==> config.mk <==
export PLATFORM = sky130hd
export DESIGN_NAME = udma_tx_word_packer_flat
export DESIGN_NICKNAME = d
export VERILOG_FILES = /design/src/rtl/udma_tx_word_packer_if.sv /design/src/rtl/udma_tx_word_packer.sv /design/src/flat_wrapper.sv
export SDC_FILE = /design/constraint.sdc
export NUM_CORES = 1
export LEC_CHECK = 0
export CAP_MARGIN = 10
export CORE_ASPECT_RATIO = 0.5
export CORE_MARGIN = 2
export CORE_UTILIZATION = 45
export CTS_BUF_LIST = sky130_fd_sc_hd__clkbuf_8
export CTS_CLUSTER_SIZE = 25
export DETAILED_ROUTE_END_ITERATION = 7
export GPL_ROUTABILITY_DRIVEN = 0
export PLACE_DENSITY = 0.76
export SYNTH_ARGS = -nofsm -noshare
export SYNTH_HDL_FRONTEND = slang
export SYNTH_SLANG_ARGS = --single-unit
==> constraint.sdc <==
create_clock -name sys_clk -period 4.9 [get_ports sys_clk]
set_input_delay 1.225 -clock sys_clk [delete_from_list [all_inputs] [get_ports sys_clk]]
set_output_delay 1.225 -clock sys_clk [all_outputs]
set_load 0.05 [all_outputs]
==> src/rtl/udma_tx_word_packer_if.sv <==
// ---------------------------------------------------------------------------
// udma_tx_word_packer_if
// Groups the two streaming sides of the TX word packer:
//   L2 side  : data_tx_rdata_i (32b word), data_tx_valid_i, data_tx_ready_o
//   FIFO side: data_tx_wdata_o (64b beat), data_tx_valid_o, data_tx_last_o,
//              data_tx_ready_i
// Signal names keep the packer's point of view (_i = into the packer).
// modport slave  : used by the packer itself.
// modport master : used by whatever drives words in and drains beats out.
// ---------------------------------------------------------------------------
interface udma_tx_word_packer_if;
    logic [31:0] data_tx_rdata_i;
    logic        data_tx_valid_i;
    logic        data_tx_ready_o;
    logic [63:0] data_tx_wdata_o;
    logic        data_tx_valid_o;
    logic        data_tx_last_o;
    logic        data_tx_ready_i;

    modport slave (
        input  data_tx_rdata_i,
        input  data_tx_valid_i,
        output data_tx_ready_o,
        output data_tx_wdata_o,
        output data_tx_valid_o,
        output data_tx_last_o,
        input  data_tx_ready_i
    );

    modport master (
        output data_tx_rdata_i,
        output data_tx_valid_i,
        input  data_tx_ready_o,
        input  data_tx_wdata_o,
        input  data_tx_valid_o,
        input  data_tx_last_o,
        output data_tx_ready_i
    );
endinterface

==> src/rtl/udma_tx_word_packer.sv <==
// ---------------------------------------------------------------------------
// udma_tx_word_packer
// Packs a stream of 32-bit L2 words into 64-bit little-endian beats for the
// TX dual-clock FIFO (first word in [31:0], second in [63:32]). Each transfer
// has a programmed word count; an odd count is closed with PAD_WORD in the
// upper half of the final beat, and the final beat carries last.
//
// Ports:
//   sys_clk, rst_n  : clock, asynchronous active-low reset
//   cfg_start_i     : one-cycle start pulse, only honoured in IDLE
//   cfg_len_i       : transfer length in words, sampled with cfg_start_i
//   cfg_busy_o      : transfer in progress
//   eot_o           : one-cycle end-of-transfer pulse
//   tx              : word input / beat output streams (see the interface)
// ---------------------------------------------------------------------------
module udma_tx_word_packer #(
    parameter int unsigned TRANS_SIZE = 16,
    parameter logic [31:0] PAD_WORD   = 32'h0000_0000
) (
    input  logic                  sys_clk,
    input  logic                  rst_n,
    input  logic                  cfg_start_i,
    input  logic [TRANS_SIZE-1:0] cfg_len_i,
    output logic                  cfg_busy_o,
    output logic                  eot_o,
    udma_tx_word_packer_if.slave  tx
);

    typedef enum logic [2:0] {
        ST_IDLE  = 3'd0,
        ST_LOW   = 3'd1,
        ST_HIGH  = 3'd2,
        ST_FLUSH = 3'd3,
        ST_DRAIN = 3'd4
    } state_e;

    localparam logic [TRANS_SIZE-1:0] REM_ZERO = {TRANS_SIZE{1'b0}};
    localparam logic [TRANS_SIZE-1:0] REM_ONE  = {{(TRANS_SIZE-1){1'b0}}, 1'b1};

    state_e                state_q, state_d;
    logic [TRANS_SIZE-1:0] rem_q, rem_d;
    logic [31:0]           lo_q, lo_d;
    logic [63:0]           data_q, data_d;
    logic                  valid_q, valid_d;
    logic                  last_q, last_d;
    logic                  eot_q, eot_d;
    logic                  busy_q, busy_d;

    logic                  out_free;
    logic                  word_ready;
    logic                  word_hs;

    // The output slot can take a new beat when empty or draining this cycle.
    assign out_free = ~valid_q | tx.data_tx_ready_i;

    // Word-side ready: only the HIGH half depends on the output slot, because
    // a high-word handshake immediately loads a beat.
    always_comb begin
        word_ready = 1'b0;
        case (state_q)
            ST_LOW:  word_ready = 1'b1;
            ST_HIGH: word_ready = out_free;
            default: word_ready = 1'b0;
        endcase
    end

    assign word_hs = tx.data_tx_valid_i & word_ready;

    // Next-state, counter, low-word and output-register logic.
    always_comb begin
        state_d = state_q;
        rem_d   = rem_q;
        lo_d    = lo_q;
        data_d  = data_q;
        valid_d = valid_q;
        last_d  = last_q;
        eot_d   = 1'b0;

        // A beat leaving the slot frees it; a load below overrides this.
        if (valid_q && tx.data_tx_ready_i) begin
            valid_d = 1'b0;
            last_d  = 1'b0;
        end else begin
            valid_d = valid_q;
            last_d  = last_q;
        end

        case (state_q)
            ST_IDLE: begin
                if (cfg_start_i) begin
                    if (cfg_len_i != REM_ZERO) begin
                        rem_d   = cfg_len_i;
                        state_d = ST_LOW;
                    end else begin
                        // Empty transfer: report completion without any beat.
                        eot_d = 1'b1;
                    end
                end else begin
                    state_d = ST_IDLE;
                end
            end
            ST_LOW: begin
                if (word_hs) begin
                    lo_d  = tx.data_tx_rdata_i;
                    rem_d = rem_q - REM_ONE;
                    if (rem_q == REM_ONE) begin
                        state_d = ST_FLUSH;
                    end else begin
                        state_d = ST_HIGH;
                    end
                end else begin
                    state_d = ST_LOW;
                end
            end
            ST_HIGH: begin
                if (word_hs) begin
                    data_d  = {tx.data_tx_rdata_i, lo_q};
                    valid_d = 1'b1;
                    last_d  = (rem_q == REM_ONE);
                    rem_d   = rem_q - REM_ONE;
                    if (rem_q == REM_ONE) begin
                        state_d = ST_DRAIN;
                    end else begin
                        state_d = ST_LOW;
                    end
                end else begin
                    state_d = ST_HIGH;
                end
            end
            ST_FLUSH: begin
                if (out_free) begin
                    data_d  = {PAD_WORD, lo_q};
                    valid_d = 1'b1;
                    last_d  = 1'b1;
                    state_d = ST_DRAIN;
                end else begin
                    state_d = ST_FLUSH;
                end
            end
            ST_DRAIN: begin
                // out_free here means the last beat is leaving or already gone.
                if (out_free) begin
                    eot_d   = 1'b1;
                    state_d = ST_IDLE;
                end else begin
                    state_d = ST_DRAIN;
                end
            end
            default: begin
                state_d = ST_IDLE;
            end
        endcase

        // Registered busy mirrors the state register exactly.
        busy_d = (state_d != ST_IDLE);
    end

    // State and datapath registers; reset discards any partial transfer.
    always_ff @(posedge sys_clk or negedge rst_n) begin
        if (!rst_n) begin
            state_q <= ST_IDLE;
            rem_q   <= REM_ZERO;
            lo_q    <= 32'h0000_0000;
            data_q  <= 64'h0000_0000_0000_0000;
            valid_q <= 1'b0;
            last_q  <= 1'b0;
            eot_q   <= 1'b0;
            busy_q  <= 1'b0;
        end else begin
            state_q <= state_d;
            rem_q   <= rem_d;
            lo_q    <= lo_d;
            data_q  <= data_d;
            valid_q <= valid_d;
            last_q  <= last_d;
            eot_q   <= eot_d;
            busy_q  <= busy_d;
        end
    end

    assign tx.data_tx_ready_o = word_ready;
    assign tx.data_tx_wdata_o = data_q;
    assign tx.data_tx_valid_o = valid_q;
    assign tx.data_tx_last_o  = last_q;
    assign cfg_busy_o         = busy_q;
    assign eot_o              = eot_q;

endmodule

==> src/flat_wrapper.sv <==
// flat-port wrapper written by rule: the top's interface ports become plain ports
module udma_tx_word_packer_flat 
#(
    parameter int unsigned TRANS_SIZE = 16,
    parameter logic [31:0] PAD_WORD   = 32'h0000_0000
)
  (sys_clk, rst_n, cfg_start_i, cfg_len_i, cfg_busy_o, eot_o, tx_data_tx_rdata_i, tx_data_tx_valid_i, tx_data_tx_ready_o, tx_data_tx_wdata_o, tx_data_tx_valid_o, tx_data_tx_last_o, tx_data_tx_ready_i);
  udma_tx_word_packer_if tx_i ();
  input  logic sys_clk;
  input  logic rst_n;
  input  logic cfg_start_i;
  input  logic [TRANS_SIZE-1:0] cfg_len_i;
  output logic cfg_busy_o;
  output logic eot_o;
  input wire logic [$bits(tx_i.data_tx_rdata_i)-1:0] tx_data_tx_rdata_i;
  input wire logic [$bits(tx_i.data_tx_valid_i)-1:0] tx_data_tx_valid_i;
  output wire logic [$bits(tx_i.data_tx_ready_o)-1:0] tx_data_tx_ready_o;
  output wire logic [$bits(tx_i.data_tx_wdata_o)-1:0] tx_data_tx_wdata_o;
  output wire logic [$bits(tx_i.data_tx_valid_o)-1:0] tx_data_tx_valid_o;
  output wire logic [$bits(tx_i.data_tx_last_o)-1:0] tx_data_tx_last_o;
  input wire logic [$bits(tx_i.data_tx_ready_i)-1:0] tx_data_tx_ready_i;
  assign tx_i.data_tx_rdata_i = tx_data_tx_rdata_i;
  assign tx_i.data_tx_valid_i = tx_data_tx_valid_i;
  assign tx_data_tx_ready_o = tx_i.data_tx_ready_o;
  assign tx_data_tx_wdata_o = tx_i.data_tx_wdata_o;
  assign tx_data_tx_valid_o = tx_i.data_tx_valid_o;
  assign tx_data_tx_last_o = tx_i.data_tx_last_o;
  assign tx_i.data_tx_ready_i = tx_data_tx_ready_i;
  udma_tx_word_packer #(.TRANS_SIZE(TRANS_SIZE), .PAD_WORD(PAD_WORD)) u_core (.sys_clk(sys_clk), .rst_n(rst_n), .cfg_start_i(cfg_start_i), .cfg_len_i(cfg_len_i), .cfg_busy_o(cfg_busy_o), .eot_o(eot_o), .tx(tx_i));
endmodule
==> impl.org, run 1 <==
** Detailed routing
- First-pass DRT Iterations :: 5
- Remaining routing DRC violations :: 0
- Dividing the detail-routed via count by the number of cells gives between 5 and 6.
- In this run, the number of DRC markers left after iteration 0 of detailed routing was roughly 190.
- For this block, the routed nets add up to 12300 um of wire.
- Once detail routing completed, the nets flagged for antenna violations numbered 0.
- For this block, the via count after detailed routing is roughly 4000.
- Drt wl/cell :: 18.2 um

** STA
- Final Hold Fails :: 0
- Count of final setup violators :: 0
- Clock skew on the completed layout was measured at 0.0134 ns.
- Measured slew at the worst slew-check pin :: 1.06 ns
- Achievable frequency :: around 240 MHz
- Setup repair after global routing left no endpoint under its margin.
- Share of the clock period used by the worst path :: between 80 and 90%
- Headroom to the max-slew limit came out at a little under 30%.
- Adding up every negative setup slack in the final design gives 0 ns.
- Max Transition Viols Final :: 0
- Minimum period implied by the final worst setup slack :: around 4.2 ns

** Final layout
- Area of all sequential standard cells :: roughly 3000 um2
- Final std cells w/o fill :: around 670
- In the final layout, the share of cells above drive strength 1 is a little under a fifth.
- From synthesis to final layout, the design area changed by 34.2%.
- The library cell used most frequently in the layout, excluding fill and tap cells, is sky130_fd_sc_hd__clkdlybuf4s50_1.
- Multi-input gate area in the final layout :: ~2000 um2
- The number of antenna diodes in the final layout is 0.
- Highest-count cells in the layout ignoring fill and taps :: 120 x sky130_fd_sc_hd__clkdlybuf4s50_1, 119 x sky130_fd_sc_hd__dfrtp_1, 56 x sky130_fd_sc_hd__mux2_2
- Fillcell total :: 868
- The net count of the finished layout is 571.

** Synthesis
- Seq cells post-synth :: ~120
- The share of the Yosys chip area taken by registers is around three fifths.
- Distinct cell type count of the synthesized netlist :: between 40 and 50
- Post-Syn Nets :: roughly 450
- For this run, asynchronously set or reset flops after synthesis account for 100%.
- Number of warnings issued by yosys :: 0
- The share of synthesized area in the top cell type comes to approximately three fifths.
- Ranked by total cell area, the synthesized netlist is headed by sky130_fd_sc_hd__dfrtp_1 58%, sky130_fd_sc_hd__mux2_2 12%, sky130_fd_sc_hd__a22o_1 5.5%, sky130_fd_sc_hd__o21ai_0 2.2%, sky130_fd_sc_hd__o221ai_1 2.1%.
- Most used flip-flop cell after synthesis :: sky130_fd_sc_hd__dfrtp_1
- Count of flip-flops with a built-in enable after synthesis :: 0
- Mapped Area :: between 5000 and 6000 um2
- Post-Syn Area per Cell :: about 13 um2
- Dominant cell type by area after synthesis :: sky130_fd_sc_hd__dfrtp_1
- After technology mapping, the gate count stands at roughly 400.

** Critical path
- Max Fanout on Critical Path :: 8
- The cell that appears most often on the critical path is sky130_fd_sc_hd__clkdlybuf4s50_1.
- STA classifies the critical path startpoint as an input port.
- List of cells traversed by the critical path :: clkdlybuf4s50_1, nor2b_1, a211oi_1, clkdlybuf4s50_1
- The slowest stage of the critical path belongs to the cell sky130_fd_sc_hd__clkdlybuf4s50_1.
- Data arrival time of the worst path :: between 2 and 3 ns
- Highest cell delay on the worst timing path :: roughly 0.86 ns
- Startpoint-to-endpoint class of the critical path :: input port to output pin
- STA puts the critical path data required time at around 3.7 ns.
- Critical Path End Type :: output pin

** CTS
- The clock passes through at most 2 buffers.
- Htree depth :: 4
- Clock slew at the register clock pins of the worst setup and hold paths :: roughly 0.070 ns
- The later pin in the worst-skew pair is clocked with a latency of 0.43 ns.
- # resized after CTS :: 0
- Post CTS Setup Buffer Count :: 0
- Root Driver :: sky130_fd_sc_hd__clkbuf_8
- Number of clock buffers inserted by TritonCTS :: 17
- Buffers inserted to repair hold after CTS numbered 0.
- CTS tree :: yes
- The clock drives 119 sinks.

** Floorplan
- The die covers ~12000 um2.
- Measured along the y axis, the die boundary spans roughly 80 um.
- Total I/O pin count :: about 120
- For this configuration, the core starts out at a cell density of approximately 46%.
- Area of the placeable core :: around 11000 um2
- In this run the horizontal extent of the chip is 155 um.
- The floorplan has 27 rows.

** Pwr
- Part of the total power dissipated in combinational logic :: 52.1%
- For this design the ratio of total power to cell area is about 820 nW/um2.
- Cell leakage power :: 2.82 nW
- Internal power comes to slightly above 3 mW.
- In this run, the clock network consumes 15.4% of the power.
- Sequential cell fraction of total power :: 32.5%
- Switching portion of total power :: 44.6%
- The worst-case IR drop observed on VDD is 0.450 mV.
- Switching power :: 2.49 mW

** Min path
- Class of the worst hold path :: flop to flop

** Run status
- The run finished with clean final reports.

** Global routing
- Number of antenna violations at the first check in global routing :: 0
- The total overflow left after global routing is 0.
- The first global-routing pass estimated about 20000 um of wire.
- GRT Overall Usage :: a little over a fifth
- Entering global routing, the biggest net connects 58 pins.
- The number of global-route vias before repair was ~4000.

** Placement
- Port buffering added between 100 and 150 buffers.
- The HPWL after detailed placement is about 8000 um.
- # placed instances :: about 640

** Flow run
- Max Cap Viol :: 0
[kinds of logic after synthesis]
group / share of synthesized area (%)
adders and majority gates: 0.491
AOI/OAI and AO/OA: 16.1
DFF: 58.4
muxes: 14.7
and+or+nand+nor: 7.51
buffers and inverters: 2.62
xor gates and xnor gates: 0.172
[cell usage after synthesis (2+ instances only)]
cell,number
sky130_fd_sc_hd__dfrtp_1,119
sky130_fd_sc_hd__mux2_2,56
sky130_fd_sc_hd__a22o_1,32
sky130_fd_sc_hd__clkbuf_1,22
sky130_fd_sc_hd__o21ai_0,22
sky130_fd_sc_hd__nor2_1,12
sky130_fd_sc_hd__o221ai_1,12
sky130_fd_sc_hd__mux2_1,9
sky130_fd_sc_hd__nand3_1,9
sky130_fd_sc_hd__nor4_1,9
sky130_fd_sc_hd__a21oi_1,7
sky130_fd_sc_hd__nor3_1,7
sky130_fd_sc_hd__inv_1,6
sky130_fd_sc_hd__buf_2,5
sky130_fd_sc_hd__nand3b_1,5
sky130_fd_sc_hd__a22oi_1,4
sky130_fd_sc_hd__nand2b_1,4
sky130_fd_sc_hd__nor4b_1,4
sky130_fd_sc_hd__o211ai_1,4
sky130_fd_sc_hd__a211o_1,3
sky130_fd_sc_hd__a211oi_1,3
sky130_fd_sc_hd__a32oi_1,3
sky130_fd_sc_hd__o311ai_0,3
sky130_fd_sc_hd__or2_1,3
sky130_fd_sc_hd__or3_1,3
sky130_fd_sc_hd__a221oi_1,2
sky130_fd_sc_hd__a32o_1,2
sky130_fd_sc_hd__ha_1,2
sky130_fd_sc_hd__mux2i_1,2
sky130_fd_sc_hd__nand2_1,2
sky130_fd_sc_hd__nor2b_1,2
sky130_fd_sc_hd__o41a_1,2
sky130_fd_sc_hd__or4_1,2
[final timing paths]
path                                              from                                   endpoint  slack, ns  cells past startpoint
setup / recovery                    tx_data_tx_ready_i                         tx_data_tx_ready_o       0.70                      4
hold / removal             u_core.lo_q[13]$_DFFE_PN0P_  u_core.tx.data_tx_wdata_o[13]$_DFFE_PN0P_       0.49                      1
setup reg to reg           u_core.state_q[2]$_DFF_PN0_                u_core.lo_q[14]$_DFFE_PN0P_       2.37                      4
hold reg to reg            u_core.lo_q[13]$_DFFE_PN0P_  u_core.tx.data_tx_wdata_o[13]$_DFFE_PN0P_       0.49                      1
max in group asynchronous                        rst_n               u_core.rem_q[12]$_DFFE_PN0P_       3.06                      2
min in group asynchronous                        rst_n  u_core.tx.data_tx_wdata_o[13]$_DFFE_PN0P_       0.84                      1
[flip-flops by register name (all words and copies together) (netlist names)]
register,cells
u_core.tx.data_tx_wdata_o,64
u_core.tx.data_tx_valid_o,1
u_core.tx.data_tx_last_o,1
u_core.cfg_busy_o,1
u_core.rem_q,16
u_core.eot_o,1
u_core.lo_q,32
u_core.state_q,3
[critical path, delay by kind of cell]
kind	cells	cell delay, ns
buffers and inverters	2	1.37
AO/OA/AOI/OAI	1	0.26
AND/OR/NAND/NOR	1	0.13
[routing by layer]
metal	global-route usage [%]	vias to the layer above	wire [um]
li1	-	1763	-
met1	27.7	1959	5370
met2	33.4	144	5980
met3	5.57	22	716
met4	8.98	0	209
met5	0	-	0
[power by group through the flow]
stage / combinational [mW] / sequential, mW / clock, mW
after floorplan: 1.09 / 2.71 / 0
after global placement: 2.88 / 1.81 / 0
after detailed placement: 2.93 / 1.82 / 0
after CTS: 2.93 / 1.81 / 0.880
final: 2.92 / 1.82 / 0.860
after global routing: 3.08 / 1.89 / 0.927
[area by class of cell]
| type | count | area share, % |
|---|---|---|
| clock inverters | 9 | 1.10 |
| well taps | 145 | 2.65 |
| clock buffers | 23 | 4.63 |
| multi-input cells | 243 | 29.2 |
| repair buffers | 129 | 18.5 |
| inverters | 6 | 0.329 |
| flip-flops and latches | 119 | 43.5 |
[metrics by stage]
step	total power, mW	utilization [%]	worst slack [ns]	hold WS (ns)	instance area, um2
global placement	4.69	58.6	0.720	0.462	6450
finish	5.59	62.1	0.698	0.487	6840
global route	5.90	62.1	0.621	0.511	6840
CTS	5.62	62.1	0.690	0.491	6840
detailed placement	4.75	58.6	0.685	0.475	6450
floorplan	3.80	-	1.04	0.452	5100
Note: power is estimated with default switching activity, not from simulation.
==> run 2: changes to the inputs <==
--- a/config.mk
+++ b/config.mk
@@ -14,6 +14,7 @@
 export DETAILED_ROUTE_END_ITERATION = 7
 export GPL_ROUTABILITY_DRIVEN = 0
 export PLACE_DENSITY = 0.76
+export SKIP_CTS_REPAIR_TIMING = 1
 export SYNTH_ARGS = -nofsm -noshare
 export SYNTH_HDL_FRONTEND = slang
 export SYNTH_SLANG_ARGS = --single-unit
==> results of run 2 <==
Same layout as run 1: the final DEF is identical, and so are final timing and power.
==> run 3: changes to the inputs <==
--- a/config.mk
+++ b/config.mk
@@ -7,7 +7,7 @@
 export LEC_CHECK = 0
 export CAP_MARGIN = 10
 export CORE_ASPECT_RATIO = 0.5
-export CORE_MARGIN = 2
+export CORE_MARGIN = 8
 export CORE_UTILIZATION = 45
 export CTS_BUF_LIST = sky130_fd_sc_hd__clkbuf_8
 export CTS_CLUSTER_SIZE = 25
==> impl.org, run 3 (synthesis results as in run 1) <==
** CTS
- Root Driver :: sky130_fd_sc_hd__clkbuf_8 (unchanged)
- Clk_lat worst skew :: 0.42 ns (was 0.43 ns)
- The H-tree level count came to 4 (unchanged).
- Number of clock buffers inserted by TritonCTS :: 17 (unchanged)
- Clock sink total :: 119 (unchanged)
- Buffers from clock root to sink, at most :: 2 (unchanged)
- CTS tree :: yes (unchanged)
- The clock-pin transition on the worst setup and hold timing paths came to 0.07 ns (about the same).

** Pwr
- The power density of the placed cells was 838 nW/um2 (was 817 nW/um2).
- Cell leakage power :: 2.85 nW (was 2.82 nW)
- Maximum VDD drop :: 0.421 mV (was 0.450 mV)
- The post-layout total power came to 5.78 mW (was 5.59 mW).

** Critical path
- Standard cell with the maximum stage delay on the critical path :: sky130_fd_sc_hd__clkdlybuf4s50_1 (unchanged)
- Startpoint-to-endpoint class of the critical path :: input port to output pin (unchanged)
- The kind of capture point of the worst setup path was an output pin (unchanged).
- Internal reg-to-reg setup slack :: 2.42 ns (was 2.37 ns)
- List of cells traversed by the critical path :: clkdlybuf4s50_1, nor2b_1, a211oi_1, clkdlybuf4s50_1 (unchanged)
- Sort of element at the start of the critical path :: input port (unchanged)
- Max Fanout on Critical Path :: 8 (unchanged)
- Top cell family by delay on the critical path :: buffers and inverters (unchanged)
- Highest cell delay on the worst timing path :: 0.86 ns (about the same)
- Data arrival time of the worst path :: 2.98 ns (about the same)
- Buf+Inv Stages, Crit Path :: 2 (unchanged)
- Data required time at the worst endpoint :: 3.67 ns (about the same)
- The most numerous cell on the critical path is sky130_fd_sc_hd__clkdlybuf4s50_1 (unchanged).

** Global routing
- Total congestion overflow :: 0 (unchanged)
- Global-route wire length before repair :: 21800 um (was 20100 um)
- Number of global-route vias before repair :: 4149 (was 3951)
- GRT Overall Usage :: 17.6% (was 21.1%)
- Number of antenna violations at the first check in global routing :: 0 (unchanged)
- The largest net degree at the start of global routing came to 59 (was 58).

** STA
- The worst clock skew is 0.00930 ns (was 0.0134 ns).
- Final Hold Fails :: 0 (unchanged)
- The transition time at the pin with the least slew margin was 1.07 ns (was 1.06 ns).
- Setup repair after global routing missed its margin :: no (unchanged)
- The count of final setup violators is 0 (unchanged).
- The number of pins exceeding their max-slew limit in the final report came to 0 (unchanged).
- Achievable frequency :: 238 MHz (about the same)
- The worst-case headroom to the max-slew limit is 28.5% (was 28.9%).
- The post-route setup TNS is 0 ns (unchanged).
- Share of the clock period used by the worst path :: 85.8% (about the same)
- WHS :: 0.488 ns (was 0.487 ns)
- The final period demand of the worst path came to 4.21 ns (was 4.20 ns).

** Final layout
- The count of nets after finishing came to 570 (was 571).
- Number of flip-flops in the largest register :: 64 (unchanged)
- Area growth from synthesis to layout :: 35.4% (was 34.2%)
- The most common cell after layout, fill and taps aside is sky130_fd_sc_hd__clkdlybuf4s50_1 (unchanged).
- The final antenna diode count is 0 (unchanged).
- Fillcell total :: 860 (was 868)
- Share of post-route cells with drive strength above 1 :: 18.9% (was 18.7%)
- Final standard cell area without fillers :: 6900 um2 (was 6840 um2)
- Highest-count cells in the layout ignoring fill and taps :: 120 x sky130_fd_sc_hd__clkdlybuf4s50_1, 119 x sky130_fd_sc_hd__dfrtp_1, 56 x sky130_fd_sc_hd__mux2_2 (unchanged)

** Run status
- Status: complete, no violations (unchanged).

** Floorplan
- The overall die width came to 167 um (was 155 um).
- The die height is 91.3 um (was 79.3 um).
- Full die area :: 15200 um2 (was 12300 um2)
- The core area was 11000 um2 (unchanged).
- Total I/O pin count :: 122 (unchanged)
- The site row count came to 27 (unchanged).
- The effective utilization at floorplan came to 46.3% (unchanged).

** Placement
- Count of input and output buffers :: 121 (unchanged)
- Area of placed instances :: 6440 um2 (was 6450 um2)
- The estimated wirelength of the detail-placed design was 8680 um (was 8010 um).

** Detailed routing
- Initial drt markers :: 273 (was 191)
- First-pass DRT Iterations :: 4 (was 5)
- Via count :: 3882 (was 3888)
- The vias per cell is 5.77 (about the same).
- The number of nets with antenna violations after routing came to 0 (unchanged).
- Remaining routing DRC violations :: 0 (unchanged)
- The total detailed-routing wirelength came to 13300 um (was 12300 um).
- Drt wl/cell :: 19.7 um (was 18.2 um)

** Flow run
- The number of maximum-capacitance constraint violations was 0 (unchanged).

** Min path
- Class of the worst hold path :: flop to flop (unchanged)
==> run 3: cell types whose count changed in the layout (fill, tap and decap cells not counted), sizes merged <==
cell      previous run  this run
clkinv               3         6
clkbuf              23        17
inv                  9        10
bufinv               1         5
clkinvlp             2         0
buf                  9         8
==> run 3: area by class of cell <==
| type | instances | area (um2) | share of cell area [%] |
|---|---|---|---|
| Inverter | 6 | 22.5 | 0.326 |
| Tap cell | 145 | 181 | 2.63 |
| Sequential cell | 119 | 2980 | 43.1 |
| Clock buffer | 17 | 234 | 3.39 |
| Clock inverter | 15 | 225 | 3.26 |
| Multi-Input combinational cell | 243 | 2000 | 29.0 |
| Timing Repair Buffer | 128 | 1260 | 18.3 |
==> run 3: worst paths after layout <==
kind                                              from                                        end  cells past startpoint
max                                 tx_data_tx_ready_i                         tx_data_tx_ready_o                      4
min                        u_core.lo_q[30]$_DFFE_PN0P_                u_core.lo_q[30]$_DFFE_PN0P_                      1
max reg2reg                u_core.state_q[2]$_DFF_PN0_                 u_core.lo_q[2]$_DFFE_PN0P_                      4
min reg2reg                u_core.lo_q[30]$_DFFE_PN0P_                u_core.lo_q[30]$_DFFE_PN0P_                      1
max in group asynchronous                        rst_n                u_core.rem_q[5]$_DFFE_PN0P_                      2
min in group asynchronous                        rst_n  u_core.tx.data_tx_wdata_o[44]$_DFFE_PN0P_                      1
==> run 3: per-layer routing <==
| layer | GRT usage [%] | up-vias | routed length, um |
|---|---|---|---|
| li1 | - | 1770 | - |
| met1 | 20.9 | 1957 | 5570 |
| met2 | 30.3 | 137 | 6780 |
| met3 | 4.79 | 18 | 734 |
| met4 | 7.15 | 0 | 182 |
| met5 | 0 | - | 0 |
==> run 3: report_power, final <==
group | switching (mW) | total, mW | internal (mW)
clock | 0.424 | 1.03 | 0.610
sequential | 0.334 | 1.82 | 1.48
combinational | 1.80 | 2.93 | 1.13
total | 2.56 | 5.78 | 3.23
==> run 3: worst reg2reg max path: stages (launching register included) <==
cell	delay [ns]
sky130_fd_sc_hd__dfrtp_1	0.68
sky130_fd_sc_hd__nand2b_1	0.65
sky130_fd_sc_hd__nor2_4	0.20
sky130_fd_sc_hd__buf_4	0.43
sky130_fd_sc_hd__mux2_2	0.40
==> run 3: metrics by stage <==
step | setup slack (ns) | std cells | utilization [%]
floorplan | 1.04 | 396 | -
global placement | 0.701 | 641 | 58.5
detailed placement | 0.691 | 641 | 58.5
CTS | 0.681 | 673 | 62.7
global route | 0.597 | 673 | 62.7
finish | 0.694 | 673 | 62.7
